## config.mk

```make
export PLATFORM = sky130hd
export DESIGN_NAME = controlador_pilha
export DESIGN_NICKNAME = d
export VERILOG_FILES = /design/src/rtl/controlador_pilha.sv
export SDC_FILE = /design/constraint.sdc
export NUM_CORES = 1
export LEC_CHECK = 0
export CAP_MARGIN = 30
export CORE_MARGIN = 1.5
export CORE_UTILIZATION = 35
export CTS_BUF_LIST = sky130_fd_sc_hd__clkbuf_4 sky130_fd_sc_hd__clkbuf_8 sky130_fd_sc_hd__clkbuf_16
export DETAILED_ROUTE_END_ITERATION = 6
export PLACE_DENSITY = 0.61
export SLEW_MARGIN = 20
export SYNTH_ARGS = -nofsm -noshare
export SYNTH_HDL_FRONTEND = slang
export SYNTH_SLANG_ARGS = --single-unit
```

## constraint.sdc

```tcl
create_clock -name clock -period 3.8 [get_ports clock]
set_clock_uncertainty 0.1 [all_clocks]
set_input_delay 0.76 -clock clock [delete_from_list [all_inputs] [get_ports clock]]
set_output_delay 0.76 -clock clock [all_outputs]
set_load 0.02 [all_outputs]
```

## src/rtl/controlador_pilha.sv

```systemverilog
// Operand-stack sequencing controller: owns the stack pointer and drives a
// single-port synchronous stack RAM. Optional macro PILHA_PEEK_EN enables op 11 (PEEK).
module controlador_pilha #(
    parameter int DATA_W = 16,
    parameter int DEPTH  = 32,
    parameter int ADDR_W = 5
) (
    input  logic              clock,
    input  logic              reset,
    input  logic              cmd_valid,
    output logic              cmd_ready,
    input  logic [1:0]        cmd_op,
    input  logic [DATA_W-1:0] cmd_data,
    output logic              rsp_valid,
    output logic              rsp_err,
    output logic [DATA_W-1:0] rsp_a,
    output logic [DATA_W-1:0] rsp_b,
    output logic [ADDR_W:0]   count,
    output logic              full,
    output logic              empty,
    output logic              err_overflow,
    output logic              err_underflow,
    input  logic              err_clr,
    output logic [ADDR_W-1:0] mem_addr,
    output logic              mem_wren,
    output logic [DATA_W-1:0] mem_wdata,
    input  logic [DATA_W-1:0] mem_rdata
);

    typedef enum logic [2:0] {
        IDLE  = 3'd0,
        WRITE = 3'd1,
        RD_A  = 3'd2,
        WT_A  = 3'd3,
        RD_B  = 3'd4,
        WT_B  = 3'd5,
        RESP  = 3'd6
    } state_t;

    localparam logic [1:0]        OP_PUSH  = 2'b00;
    localparam logic [1:0]        OP_POP   = 2'b01;
    localparam logic [1:0]        OP_POP2  = 2'b10;
    localparam logic [1:0]        OP_PEEK  = 2'b11;
    localparam logic [ADDR_W:0]   CNT_ONE  = (ADDR_W+1)'(1);
    localparam logic [ADDR_W:0]   CNT_TWO  = (ADDR_W+1)'(2);
    localparam logic [ADDR_W:0]   CNT_FULL = (ADDR_W+1)'(DEPTH);
    localparam logic [ADDR_W:0]   CNT_ZERO = (ADDR_W+1)'(0);
    localparam logic [ADDR_W-1:0] ADDR_ONE = ADDR_W'(1);
    localparam logic [ADDR_W-1:0] ADDR_TWO = ADDR_W'(2);

    state_t              state_q;
    logic [1:0]          op_q;
    logic [ADDR_W:0]     count_q;
    logic                rsp_valid_q;
    logic                rsp_err_q;
    logic [DATA_W-1:0]   rsp_a_q;
    logic [DATA_W-1:0]   rsp_b_q;
    logic [ADDR_W-1:0]   mem_addr_q;
    logic                mem_wren_q;
    logic [DATA_W-1:0]   mem_wdata_q;
    logic                ovf_q;
    logic                udf_q;

    logic                accept_s;
    logic                full_s;
    logic                empty_s;
    logic                ovf_s;
    logic                udf_s;
    logic                illegal_s;
    logic                reject_s;

    assign full_s  = (count_q == CNT_FULL);
    assign empty_s = (count_q == CNT_ZERO);

    // Classify the command on the bus against the current occupancy.
    always_comb begin
        accept_s  = cmd_valid && (state_q == IDLE);
        ovf_s     = 1'b0;
        udf_s     = 1'b0;
        illegal_s = 1'b0;
        case (cmd_op)
            OP_PUSH: ovf_s = full_s;
            OP_POP:  udf_s = empty_s;
            OP_POP2: udf_s = (count_q < CNT_TWO);
            OP_PEEK: begin
`ifdef PILHA_PEEK_EN
                udf_s = empty_s;
`else
                illegal_s = 1'b1;
`endif
            end
            default: illegal_s = 1'b1;
        endcase
        reject_s = ovf_s || udf_s || illegal_s;
    end

    // Command sequencer, stack pointer, response and RAM port registers.
    always_ff @(posedge clock or negedge reset) begin
        if (!reset) begin
            state_q     <= IDLE;
            op_q        <= 2'b00;
            count_q     <= CNT_ZERO;
            rsp_valid_q <= 1'b0;
            rsp_err_q   <= 1'b0;
            rsp_a_q     <= {DATA_W{1'b0}};
            rsp_b_q     <= {DATA_W{1'b0}};
            mem_addr_q  <= {ADDR_W{1'b0}};
            mem_wren_q  <= 1'b0;
            mem_wdata_q <= {DATA_W{1'b0}};
            ovf_q       <= 1'b0;
            udf_q       <= 1'b0;
        end else begin
            rsp_valid_q <= 1'b0;
            rsp_err_q   <= 1'b0;
            mem_wren_q  <= 1'b0;

            // A new error in the same cycle as err_clr keeps the flag set.
            if (accept_s && ovf_s) begin
                ovf_q <= 1'b1;
            end else if (err_clr) begin
                ovf_q <= 1'b0;
            end else begin
                ovf_q <= ovf_q;
            end
            if (accept_s && udf_s) begin
                udf_q <= 1'b1;
            end else if (err_clr) begin
                udf_q <= 1'b0;
            end else begin
                udf_q <= udf_q;
            end

            case (state_q)
                IDLE: begin
                    if (accept_s) begin
                        op_q <= cmd_op;
                        if (reject_s) begin
                            state_q     <= RESP;
                            rsp_valid_q <= 1'b1;
                            rsp_err_q   <= 1'b1;
                        end else if (cmd_op == OP_PUSH) begin
                            state_q     <= WRITE;
                            mem_addr_q  <= count_q[ADDR_W-1:0];
                            mem_wdata_q <= cmd_data;
                            mem_wren_q  <= 1'b1;
                        end else begin
                            state_q    <= RD_A;
                            mem_addr_q <= count_q[ADDR_W-1:0] - ADDR_ONE;
                        end
                    end else begin
                        state_q <= IDLE;
                    end
                end
                WRITE: begin
                    state_q     <= RESP;
                    count_q     <= count_q + CNT_ONE;
                    rsp_valid_q <= 1'b1;
                end
                RD_A: state_q <= WT_A;
                WT_A: begin
                    rsp_a_q <= mem_rdata;
                    if (op_q == OP_POP2) begin
                        state_q    <= RD_B;
                        mem_addr_q <= count_q[ADDR_W-1:0] - ADDR_TWO;
                    end else begin
                        state_q     <= RESP;
                        rsp_valid_q <= 1'b1;
                        if (op_q == OP_POP) begin
                            count_q <= count_q - CNT_ONE;
                        end else begin
                            count_q <= count_q;
                        end
                    end
                end
                RD_B: state_q <= WT_B;
                WT_B: begin
                    rsp_b_q     <= mem_rdata;
                    state_q     <= RESP;
                    count_q     <= count_q - CNT_TWO;
                    rsp_valid_q <= 1'b1;
                end
                RESP:    state_q <= IDLE;
                default: state_q <= IDLE;
            endcase
        end
    end

    assign cmd_ready     = (state_q == IDLE);
    assign rsp_valid     = rsp_valid_q;
    assign rsp_err       = rsp_err_q;
    assign rsp_a         = rsp_a_q;
    assign rsp_b         = rsp_b_q;
    assign count         = count_q;
    assign full          = full_s;
    assign empty         = empty_s;
    assign err_overflow  = ovf_q;
    assign err_underflow = udf_q;
    assign mem_addr      = mem_addr_q;
    assign mem_wren      = mem_wren_q;
    assign mem_wdata     = mem_wdata_q;

endmodule

```

==> results.md <==
* Worst Path Max Fanout at 10
* Worst-margin pin slew at 0.8816 ns
* Worst ir drop on vdd at 0.3946 mV
* Sequential share of the synthesized area at 53.28%
* Vias at 2,623
* Final Hold Vio Count at 0
* Dominant cells by area after synthesis: dfrtp_1 53%, nand2_1 13%, mux2_2 4.9%
* Final Cycle Share at 90.09%
* Worst skew pair latency at 0.34 ns
* Placed insts at 525
* Worst setup SP type: flop
* Setup tns final at 0 ns
* H-tree level count at 3
* RD Place Congestion at 0.8027
* Core area at 8848 um^2
* DP Area at 4370 um^2
* Largest net degree at the start of global routing at 39
* Status: completed
* Synth area leader: dfrtp_1
* Full die area at 9846 um^2
* Number of synthesized flops with an enable pin at 0
* Cell count after synthesis at 323
* Die Span X at 99.23 um
* Grt ovf at 0
* Setup Fix Bufs, Post-CTS at 0
* Grt met1 use at 23.52%
* Mean area per synthesized cell at 10.03 um^2
* Worst Path Arrival at 2.56 ns
* Total power at 3.902 mW
* Met3 usage at 3.373%
* CP Class: reg -> out
* Port bufs at 104
* GRT Total Usage at 16.86%
* # diodes at 0
* Initial antenna violation count at 0
* Area share of the largest cell type after synthesis at 53.28%
* NumNets Final at 479
* Cell Pwr Density at 857.5 nW/um^2
* Ys async rst share at 100.0%
* Most frequent cells in the layout: 108 x nand2_1, 103 x clkdlybuf4s50_1, 69 x dfrtp_1
* Area Growth Syn to Fin at 40.42%
* Reg2reg path depth at 8
* Number of global-route vias before repair at 2,541
* WL final at 7.877 mm
* Tmin final at 3.424 ns
* Hold WC Path Type: in -> async
* Post_cts resized at 0
* Post-Syn Nets at 373
* Post-synth top flop: dfrtp_1
* Distinct cell type count after synthesis at 48
* First DRT Iteration DRCs at 160
* Seq cells post-synth at 69
* Clk sinks at 69
* Routed Antenna Nets at 0
* Cts bufs inserted at 9
* Unrepaired setup endpoints after global routing: false
* Max Transition Viols Final at 0
* Final Instance Area at 4551 um^2
* Starting density of the core at 36.62%
* Synth warn at 0
* Static Leak at 2.097 nW
* First-pass GRT wire length at 13.08 mm
* Die height at 99.23 um
* MaxCap Viol Count at 0
* Peak Freq at 0.2921 GHz
* CTS root buffer: clkbuf_8
* Clock Pin Slew Worst Setup and Hold Paths at 0.08 ns
* DR vias/cell at 4.848
* Met2 Usage GRT at 25.61%
* CTS tree: built
* Syn Std Cell Area at 3241 um^2
* Drc violations at 0
* FF-to-FF End: count[4]$_DFFE_PN0P_
* DP Wirelength at 5.549 mm
* Min Hold Slack at 0.1536 ns
* Row cnt at 34
* Io pins at 105
* Worst reg2reg startpoint: state_q[2]$_DFF_PN0_
* CP Data Required Time at 2.94 ns
* Avg WL per Cell at 14.56 um
* Non-Filler Instances at 541
* First-pass iteration count of the detailed router at 4
* Slew headroom at 41.16%
* Critical path capture point type: output port
* Most common cell after layout, fill and taps aside: nand2_1
* # hold bufs at CTS at 0
* R2r setup slk at 0.88 ns
* GRT Max-Usage Layer: met2
* Clock tree buffer depth at 2
* Layout cells sized above 1 at 10.39%
* Endpoints failing setup at 0
==> worst max-delay path, cell delays in order (launching register included) <==
cell and delay [ns]:
dfrtp_1 0.44, inv_1 0.26, ha_1 0.26, nand2_1 0.06, or4_4 0.43, inv_1 0.14, clkdlybuf4s50_1 0.64
==> sequential cells by signal, summed over array words and instances, names as in the netlist, 2 cells and up <==
name       count
op_q           2
mem_addr       5
mem_wdata     16
rsp_a         16
rsp_b         16
count          6
state_q        3
==> metrics by stage <==
stage | util [%] | setup slack (ns)
6_report | 51.43 | 0.3765
5_1_grt | 51.43 | 0.2258
4_1_cts | 51.26 | 0.3471
3_5_place_dp | 49.39 | 0.6722
3_3_place_gp | 49.39 | 0.7218
2_1_floorplan | - | 1.062
==> layer usage <==
metal  part of all wire [%]  wire length (um)  vias to the layer above
met5                      0                 0                        -
met4                    1.6               124                        0
met3                    3.7               290                        9
met2                     47              3706                       60
met1                     48              3756                     1273
li1                       -                 -                     1281
==> area by class of cell <==
class                           instances  area (um^2)
Clock buffer                           11        138.9
Inverter                               12        45.04
Sequential cell                        69         1727
Tap cell                              108        135.1
Clock inverter                          4        26.28
Timing Repair Buffer                  109         1081
Multi-Input combinational cell        228         1398
Fill cell                             842         4298
==> where the power goes <==
part | total, mW | leakage (nW) | switching, mW | internal, mW
Combinational | 2.05 | 1.17 | 1.05 | 1.00
Sequential | 1.33 | 0.844 | 0.261 | 1.07
Clock | 0.517 | 0.0860 | 0.270 | 0.247
==> cells in the mapped netlist (5+ instances only) <==
cell	number
clkbuf_1	7
nand2_1	108
nor3_1	5
nor2_1	8
mux2_4	5
nor2b_1	5
o21ai_0	8
a21oi_1	7
xnor2_1	7
inv_1	12
mux2_2	14
ha_1	11
nand3_1	5
dfrtp_1	69
==> worst max path at each step <==
stage / cells after the start / endpoint / startpoint / slack [ns]
finish: 6 / full / count[1]$_DFFE_PN0P_ / 0.38
global route: 6 / full / count[1]$_DFFE_PN0P_ / 0.23
CTS: 6 / full / count[1]$_DFFE_PN0P_ / 0.35
detailed placement: 9 / mem_wdata[9]$_DFFE_PN0P_ / cmd_op[0] / 0.67
global placement: 9 / mem_wdata[8]$_DFFE_PN0P_ / cmd_op[0] / 0.72
floorplan: 11 / count[4]$_DFFE_PN0P_ / state_q[2]$_DFF_PN0_ / 1.06
==> cell families (layout without fill, tap and decap cells) <==
group                      after synthesis  count (layout)  synth area share, %
buffers and inverters                   26             136                3.591
adders and majority gates               12              12                4.865
AOI/OAI and AO/OA                       39              39                8.108
xor gates and xnor gates                 7               7                1.892
DFF                                     69              69                53.28
and+or+nand+nor                        147             147                19.77
muxes                                   23              23                8.494
Note: power is estimated with default switching activity, not from simulation.
